File: src/rtl/axis_step_monitor.sv
// rtl/axis_step_monitor.sv - step/direction receive monitor with homing, qualification and fault latch
module axis_step_monitor #(
    parameter int WIDTH        = 19,
    parameter int SYNC_STAGES  = 2,
    parameter int MIN_PULSE    = 2,
    parameter int IDLE_TIMEOUT = 1000000
) (
    input  logic             Clock,
    input  logic             Reset,
    input  logic             CW,
    input  logic             CCW,
    input  logic             LS,
    input  logic             Home,
    input  logic [WIDTH-1:0] Limit,
    input  logic             Clear_Fault,
    output logic [WIDTH-1:0] Location,
    output logic             Dir,
    output logic             Step_Strobe,
    output logic             Moving,
    output logic             Homed,
    output logic             Fault,
    output logic [2:0]       Fault_Code
);

    typedef enum logic [1:0] {Q_LOW, Q_HIGH, Q_VOID} qual_t;
    typedef enum logic [1:0] {S_UNHOMED, S_HOMING, S_TRACKING, S_FAULTED} state_t;

    localparam int         IDLE_W  = $clog2(IDLE_TIMEOUT + 1);
    localparam logic [7:0] MIN_CNT = 8'(MIN_PULSE);

    localparam logic [2:0] FC_NONE     = 3'd0;
    localparam logic [2:0] FC_CONFLICT = 3'd1;
    localparam logic [2:0] FC_GLITCH   = 3'd2;
    localparam logic [2:0] FC_OVER     = 3'd3;
    localparam logic [2:0] FC_UNDER    = 3'd4;

    logic [SYNC_STAGES-1:0] cw_sync, ccw_sync, ls_sync, prime_sr;
    logic                   cw_s, ccw_s, ls_s, primed;

    qual_t      q_st     [2];
    qual_t      q_st_nxt [2];
    logic [7:0] q_cnt    [2];
    logic [7:0] q_cnt_nxt[2];
    logic [1:0] line_s, q_acc, q_glitch;
    logic       both_high, conflict_ev, glitch_ev;

    state_t            state, state_nxt;
    logic              cw_acc, ccw_acc, tracking_like;
    logic              over_ev, under_ev, fault_take, step_ok;
    logic [2:0]        new_code;
    logic [IDLE_W-1:0] idle_cnt;

    // Input synchronisers; prime_sr marks when the synchroniser outputs reflect post-reset samples
    always_ff @(posedge Clock) begin
        if (Reset) begin
            cw_sync  <= '0;
            ccw_sync <= '0;
            ls_sync  <= '0;
            prime_sr <= '0;
        end else begin
            cw_sync  <= {cw_sync[SYNC_STAGES-2:0], CW};
            ccw_sync <= {ccw_sync[SYNC_STAGES-2:0], CCW};
            ls_sync  <= {ls_sync[SYNC_STAGES-2:0], LS};
            prime_sr <= {prime_sr[SYNC_STAGES-2:0], 1'b1};
        end
    end

    assign cw_s   = cw_sync[SYNC_STAGES-1];
    assign ccw_s  = ccw_sync[SYNC_STAGES-1];
    assign ls_s   = ls_sync[SYNC_STAGES-1];
    assign primed = prime_sr[SYNC_STAGES-1];
    assign line_s = {ccw_s, cw_s};

    // Pulse qualifiers (index 0 = CW, 1 = CCW); lines start VOID so a pulse already high at reset is never framed
    always_comb begin
        both_high   = cw_s & ccw_s;
        conflict_ev = primed && both_high && !(q_st[0] == Q_VOID && q_st[1] == Q_VOID);
        for (int i = 0; i < 2; i++) begin
            q_st_nxt[i]  = q_st[i];
            q_cnt_nxt[i] = q_cnt[i];
            q_acc[i]     = 1'b0;
            q_glitch[i]  = 1'b0;
            if (!primed) begin
                q_st_nxt[i]  = Q_VOID;
                q_cnt_nxt[i] = 8'd0;
            end else if (both_high) begin
                q_st_nxt[i]  = Q_VOID;
                q_cnt_nxt[i] = 8'd0;
            end else begin
                case (q_st[i])
                    Q_LOW: begin
                        if (line_s[i]) begin
                            q_st_nxt[i]  = Q_HIGH;
                            q_cnt_nxt[i] = 8'd1;
                        end
                    end
                    Q_HIGH: begin
                        if (line_s[i]) begin
                            q_cnt_nxt[i] = (q_cnt[i] >= MIN_CNT) ? q_cnt[i] : q_cnt[i] + 8'd1;
                        end else begin
                            q_st_nxt[i]  = Q_LOW;
                            q_cnt_nxt[i] = 8'd0;
                            if (q_cnt[i] >= MIN_CNT) q_acc[i] = 1'b1;
                            else                      q_glitch[i] = 1'b1;
                        end
                    end
                    Q_VOID: begin
                        if (!line_s[i]) q_st_nxt[i] = Q_LOW;
                    end
                    default: q_st_nxt[i] = Q_LOW;
                endcase
            end
        end
        glitch_ev = |q_glitch;
    end

    // Qualifier state registers
    always_ff @(posedge Clock) begin
        if (Reset) begin
            for (int i = 0; i < 2; i++) begin
                q_st[i]  <= Q_VOID;
                q_cnt[i] <= 8'd0;
            end
        end else begin
            for (int i = 0; i < 2; i++) begin
                q_st[i]  <= q_st_nxt[i];
                q_cnt[i] <= q_cnt_nxt[i];
            end
        end
    end

    assign cw_acc        = q_acc[0];
    assign ccw_acc       = q_acc[1];
    assign tracking_like = (state == S_UNHOMED) || (state == S_TRACKING);
    assign over_ev       = tracking_like && cw_acc && (Location >= Limit);
    assign under_ev      = tracking_like && ccw_acc && (Location == '0);
    assign step_ok       = (cw_acc || ccw_acc) && (state != S_FAULTED);

    // Fault priority encode; a fault while already FAULTED only counts when it coincides with Clear_Fault
    always_comb begin
        new_code = FC_NONE;
        if      (conflict_ev) new_code = FC_CONFLICT;
        else if (glitch_ev)   new_code = FC_GLITCH;
        else if (over_ev)     new_code = FC_OVER;
        else if (under_ev)    new_code = FC_UNDER;
        fault_take = (new_code != FC_NONE) && ((state != S_FAULTED) || Clear_Fault);
    end

    // Top FSM state register
    always_ff @(posedge Clock) begin
        if (Reset) state <= S_UNHOMED;
        else       state <= state_nxt;
    end

    // Top FSM next-state logic
    always_comb begin
        state_nxt = state;
        if (fault_take) begin
            state_nxt = S_FAULTED;
        end else begin
            case (state)
                S_UNHOMED:  if (Home) state_nxt = S_HOMING;
                S_TRACKING: if (Home) state_nxt = S_HOMING;
                S_HOMING: begin
                    if (ls_s)       state_nxt = S_TRACKING;
                    else if (!Home) state_nxt = S_UNHOMED;
                end
                S_FAULTED:  if (Clear_Fault) state_nxt = S_UNHOMED;
                default:    state_nxt = S_UNHOMED;
            endcase
        end
    end

    // Top FSM outputs derived from state
    always_comb begin
        Homed = (state == S_TRACKING);
        Fault = (state == S_FAULTED);
    end

    // Position, direction, strobe, fault code and idle tracking
    always_ff @(posedge Clock) begin
        if (Reset) begin
            Location    <= '0;
            Dir         <= 1'b0;
            Step_Strobe <= 1'b0;
            Moving      <= 1'b0;
            idle_cnt    <= '0;
            Fault_Code  <= FC_NONE;
        end else begin
            Step_Strobe <= step_ok;
            if (step_ok) Dir <= cw_acc;

            if (state == S_HOMING || state_nxt == S_HOMING) begin
                Location <= '0;
            end else if (tracking_like) begin
                if (cw_acc && !over_ev)         Location <= Location + WIDTH'(1);
                else if (ccw_acc && !under_ev)  Location <= Location - WIDTH'(1);
            end

            if (fault_take)                            Fault_Code <= new_code;
            else if (state == S_FAULTED && Clear_Fault) Fault_Code <= FC_NONE;

            if (step_ok) begin
                Moving   <= 1'b1;
                idle_cnt <= IDLE_W'(1);
            end else if (Moving) begin
                if (idle_cnt == IDLE_W'(IDLE_TIMEOUT)) Moving <= 1'b0;
                else                                   idle_cnt <= idle_cnt + IDLE_W'(1);
            end
        end
    end

endmodule

File: config.mk
export PLATFORM = sky130hd
export DESIGN_NAME = axis_step_monitor
export DESIGN_NICKNAME = d
export VERILOG_FILES = /design/src/rtl/axis_step_monitor.sv
export SDC_FILE = /design/constraint.sdc
export NUM_CORES = 1
export LEC_CHECK = 0
export CORE_UTILIZATION = 60
export CTS_BUF_LIST = sky130_fd_sc_hd__clkbuf_8
export DETAILED_ROUTE_END_ITERATION = 8
export PLACE_DENSITY = 0.85
export REMOVE_ABC_BUFFERS = 1
export SYNTH_ARGS = -nofsm -noshare
export SYNTH_HDL_FRONTEND = slang
export SYNTH_SLANG_ARGS = --single-unit
File: constraint.sdc
create_clock -name Clock -period 8.6 [get_ports Clock]
set_clock_uncertainty 0.2 [all_clocks]
set_input_delay 1.29 -clock Clock [delete_from_list [all_inputs] [get_ports Clock]]
set_output_delay 1.29 -clock Clock [all_outputs]
set_load 0.05 [all_outputs]
Word-level counts from Yosys, hierarchy flattened
Memories as Yosys holds them, arrays and structs flattened.
Cells that the tools add are included.
{"block": "totals", "register_bits": 55, "output_inout_bits": 27, "ramBits": 20, "n_memories": 2, "word_cells": 146, "input_bits": 26}
{"block": "classes", "reduce_logical": 36, "n_bitwise": 6, "add_sub_neg": 5, "n_eq_ne": 11, "mux": 70, "n_lt_le_gt_ge": 3}
{"memory": "q_cnt", "words": 2, "width": 8, "read_ports": 2, "rd_clocked_by_memory_dff": 0, "wr": 2, "line_no": "42", "text": "logic [7:0] q_cnt [2];"}
{"memory": "q_st", "words": 2, "width": 2, "read_ports": 2, "rd_clocked_by_memory_dff": 0, "wr": 2, "line_no": "40", "text": "qual_t q_st [2];"}
{"op": "$mux W8", "count": 12}
{"op": "$mux W19", "count": 2}
{"op": "$pmux W8 S2", "count": 2}
{"op": "$mux W1", "count": 30}
{"op": "$mux W2", "count": 15}
{"op": "$add A20 B1 Y20 const B", "count": 1}
{"op": "$eq A20 B20 Y1 const B", "count": 1}
{"op": "$add A19 B1 Y19 const B", "count": 1}
{"op": "$ge A19 B19 Y1", "count": 1}
{"op": "$logic_not A19 Y1", "count": 1}
{"op": "$sub A19 B1 Y19 const B", "count": 1}
{"op": "$mux W3", "count": 6}
{"op": "$add A8 B1 Y8 const B", "count": 2}
{"op": "$ge A8 B2 Y1 const B", "count": 2}
{"op": "$logic_and A1 B1 Y1", "count": 12}
{"op": "$reduce_or A2 Y1", "count": 6}
{"op": "$eq A2 B1 Y1 const B", "count": 4}
{"op": "$eq A2 B2 Y1 const B", "count": 4}
{"op": "$pmux W2 S2", "count": 2}
{"op": "$logic_not A2 Y1", "count": 3}
{"op": "$pmux W2 S3", "count": 1}
{"op": "$reduce_and A2 Y1", "count": 3}
{"op": "$reduce_bool A2 Y1", "count": 3}
{"op": "$logic_or A1 B1 Y1", "count": 4}
{"op": "other kinds (6)", "count": 12}

Longest topological paths before layout
An unclocked memory read counts as a cell.
{"block": "depth", "ltp_word": 19, "mapped_depth": 17, "depth_no_buf": 17}

Worst setup path after synthesis
No wires, ideal clock.
{"block": "synth_path", "path_type": "input port to flip-flop", "start": "input port Limit[16]", "end": "register Location[18]", "n_path_buf": 0, "required_ns": 8.329, "setup_time_ns": 0.071, "cell_stages": 17, "setup_slack_ns": 2.762, "arrival_ns": 5.567, "cell_sequence": "inv_1 ha_1 a21o_1 a21oi_1 a21boi_0 o21ai_0 o31ai_1 inv_1 fa_1 nand2b_1 a211oi_1 o31ai_1 a211oi_1 o31ai_1 xor2_1 or3_1 a21oi_1"}
{"block": "synth_via", "elab_chain_cells": 11, "elab_cells_between_ends": 16, "cone_classes": "order compare: 1; eq/ne: 1; mux: 5; reduce/logical: 9"}
{"item": "start, declared", "line_no": "14", "text": "input logic [WIDTH-1:0] Limit,"}
{"item": "$ge A19 B19 Y1 (*)", "line_no": "135", "text": "assign over_ev = tracking_like && cw_acc && (Location >= Limit);"}
{"item": "$logic_and A1 B1 Y1 (*)", "line_no": "135"}
{"item": "$mux W3", "line_no": "144", "text": "else if (over_ev) new_code = FC_OVER;"}
{"item": "$mux W3", "line_no": "143", "text": "else if (glitch_ev) new_code = FC_GLITCH;"}
{"item": "$mux W3", "line_no": "142", "text": "if (conflict_ev) new_code = FC_CONFLICT;"}
{"item": "$reduce_bool A3 Y1", "line_no": "146", "text": "fault_take = (new_code != FC_NONE) && ((state != S_FAULTED) || Clear_Fault);"}
{"item": "$logic_and A1 B1 Y1", "line_no": "146"}
{"item": "$mux W2", "line_no": "158", "text": "if (fault_take) begin"}
{"item": "$eq A2 B1 Y1", "line_no": "193", "text": "if (state == S_HOMING || state_nxt == S_HOMING) begin"}
{"item": "$logic_or A1 B1 Y1", "line_no": "193"}
{"item": "$reduce_or A2 Y1 (no source line)"}
{"item": "end signal, assigned", "line_no": "196", "text": "if (cw_acc && !over_ev) Location <= Location + WIDTH'(1);"}
{"item": "end signal, assigned", "line_no": "197", "text": "else if (ccw_acc && !under_ev) Location <= Location - WIDTH'(1);"}
{"item": "end, declared", "line_no": "16", "text": "output logic [WIDTH-1:0] Location,"}
Every way passes the cells marked *; elsewhere a longest branch is shown, timed or not.
A chain may end at the register's enable or synchronous reset.

Worst setup path in the final report
{"block": "layout_path", "start": "input port Limit[16]", "end": "register Location[17]"}
Same word-level chain as after synthesis.

==> impl_results.md <==
* Area contributors post-synth: dfxtp_1 (33%), ha_1 (13%), nor2_1 (5.6%), a21oi_1 (4.5%), xor2_1 (3.8%)
* Clock Latency Late Sink at 360 ps
* Htree depth at 3
* Vias in the first global route at 3864
* Drt pass-1 iters at 4
* HPWL Detailed at 7.74 mm
* Placer Congestion at 0.879
* Final Hold Vio Count at 0
* Syn. warnings at 0
* Hold crit path type: reg -> reg
* Req. time, crit path at 8590 ps
* Max-Cap Viols at 0
* Post-synth EDFFs at 0
* CTS Sinks at 75
* Cell Rows at 31
* WL/cell at 14.5 µm
* R2r endpoint: Location[18]
* Cell area after layout at 0.00536 mm²
* Dpl cell area at 0.00518 mm²
* Die Width at 89.2 µm
* Top cell by count, worst path: a21oi_1
* PD cells at 120 mW/mm²
* Net Sw Frac at 25.9%
* Tcrit/Tclk final at 63.3%
* 1st-iter DRT viols at 143
* RR Startpoint: Location[0]
* Hold Path Depth at 1
* Overall Power at 642 µW
* Final Instance Count excl. Fillers at 709
* DR DRC count at 0
* Status: completed
* Worst-path clk slew at 80 ps
* Reg2Reg Setup Slack at 4020 ps
* Pint at 476 µW
* Top-count cell post-synth: dfxtp_1
* GR Overflow Total at 0
* Fmax at 184 MHz
* Post_cts resized at 0
* Total Routed Length at 10.3 mm
* Num CTS Buffers at 9
* CP Max Fanout at 19
* Layout cell share with drive strength beyond 1 at 4.75%
* Sequential power share at 54.9%
* Critical path, cell by cell: clkdlybuf4s50_1, inv_1, ha_1, a21o_1, a21oi_1, a21boi_0, o21ai_0, o31ai_2, buf_4, ha_1, a211oi_1, o211ai_1, a41oi_1, o31a_1, a21oi_1, mux2i_1, o21ai_0, a21oi_1
* Setup violations, final at 0
* Post-Place Cells at 693
* CP max stage cell: clkdlybuf4s50_1
* Synth cell count leaders: dfxtp_1 (75), nor2_1 (68), ha_1 (48)
* Worst Reg-to-Reg Cells at 18
* Combinational Power Share at 5.3%
* Clock Power Share at 39.8%
* Via count at 4095
* CTS tree: built
* CP peak stage delay at 460 ps
* Core area at 0.00729 mm²
* PortBufs at 52
* Synth Area per Inst at 8.27 µm²
* Max IR drop VDD at 0.0000650 V
* Critical Path AT at 5430 ps
* Vias per cell at 5.78
* Final #Nets at 680
* Antenna-violating nets left at 0
* CP endpoint kind: flop
* Sequential share of the synthesized area at 32.9%
* Post-CTS Setup Bufs at 0
* First-pass GRT wire length at 17.2 mm
* Worst-margin pin slew at 1170 ps
* Initial core utilization at 62.5%
* Initial antenna violation count at 0
* Synth async-reset ratio at 0%
* Area grow syn2layout at 17.7%
* RSZ-0062 raised after global routing: false
* Unique masters post-synth at 55
* Cells after Synth at 551
* Filler cells at 604
* Gr usage total at 27.8%
* Mapped cell area at 0.00456 mm²
* Slew HR at 22.0%
* Clock root buffer: clkbuf_8
* WS Path Type: in -> reg
* # hold bufs at CTS at 0
* Area leader, netlist: dfxtp_1
* Yosys reg bits at 75
* Yosys top cell area share at 32.9%
* Setup TNS at 0 ps
* Die H at 89.2 µm
* Startpoint types: primary input
* CP endpoint: Location[17]
* Main synth FF type: dfxtp_1
* Net Sw Power at 166 µW
* ANT cells at 0
* Largest net degree at the start of global routing at 22
* Max clock buf depth at 2
* CP startpoint: Limit[16]
* Die Footprint at 0.00795 mm²
* Final slew viol count at 0
* Min Tclk post-route at 5440 ps
* IO Count at 53
* Pleak at 2.18 nW
sequential cells by signal, indices dropped and copies added, names as in the netlist, 2 cells and up:
name        flops
prime_sr        2
idle_cnt       20
q_cnt          16
ccw_sync        2
q_st            4
cw_sync         2
state           2
Fault_Code      3
Location       19
ls_sync         2
power by group through the flow:
stage | logic [mW] | clock network [mW] | registers, mW
2_1_floorplan | 0.0163 | 0 | 0.360
3_3_place_gp | 0.0328 | 0 | 0.360
3_5_place_dp | 0.0342 | 0 | 0.360
4_1_cts | 0.0344 | 0.260 | 0.352
5_1_grt | 0.0381 | 0.278 | 0.353
6_report | 0.0342 | 0.255 | 0.352
kinds of logic after synthesis:
group | synth area share, %
XOR/XNOR | 6.15
multiplexers | 3.54
AND/OR/NAND/NOR | 22.0
adder cells (fa/ha/maj) | 13.6
flip-flops | 32.9
AO/OA/AOI/OAI | 17.1
buffers and inverters | 4.67
layer usage:
metal	vias to the layer above	wire length [µm]	track usage [%]
li1	2067	-	-
met1	1928	4840	36.1
met2	82	4850	45.4
met3	18	412	6.93
met4	0	174	8.80
met5	-	0	0
layout by cell type (no fill, tap or decap), drive strengths merged, types with 3 or more instances in the layout:
cell / n
a211oi: 11
a21o: 7
a21oi: 41
a31oi: 4
a41oi: 4
and2: 3
and3: 3
and4: 4
clkbuf: 9
clkdlybuf4s50: 52
dfxtp: 75
ha: 48
inv: 47
mux2i: 15
nand2: 42
nand2b: 5
nand3: 24
nand4: 7
nor2: 68
nor2b: 16
nor3: 12
nor4: 12
o21ai: 23
o21bai: 4
o31ai: 6
or3: 5
xnor2: 12
xor2: 20
per-stage QoR:
stage	hold WS, ps	setup slack, ps	util (%)
2_1_floorplan	214	2760	-
3_3_place_gp	225	3000	71.1
3_5_place_dp	230	2830	71.1
4_1_cts	252	3210	73.5
5_1_grt	269	2770	73.5
6_report	246	3160	73.5
worst max-delay path, delay by kind of cell:
kind | cells | cell delay [ps]
buf+inv | 3 | 730
fa+ha+maj | 2 | 600
compound gates | 12 | 2670
mux | 1 | 140
worst min path at each step:
stage	from	to	slack (ps)
after floorplan	ccw_sync[0]	ccw_sync[1]	210
after global placement	prime_sr[0]	prime_sr[1]	230
after detailed placement	ls_sync[0]	ls_sync[1]	230
after CTS	cw_sync[0]	cw_sync[1]	250
after global routing	cw_sync[0]	cw_sync[1]	270
final	cw_sync[0]	cw_sync[1]	250
area by class of cell:
class                           count  area (µm²)  share of cell area [%]
Clock buffer                        9         124                    2.31
Clock inverter                      7        57.6                    1.07
Inverter                           43         161                    3.01
Multi-Input combinational cell    423        2870                    53.5
Sequential cell                    75        1500                    28.0
Tap cell                           99         124                    2.31
Timing Repair Buffer               53         528                    9.85
(Power assumes the default switching activity.)
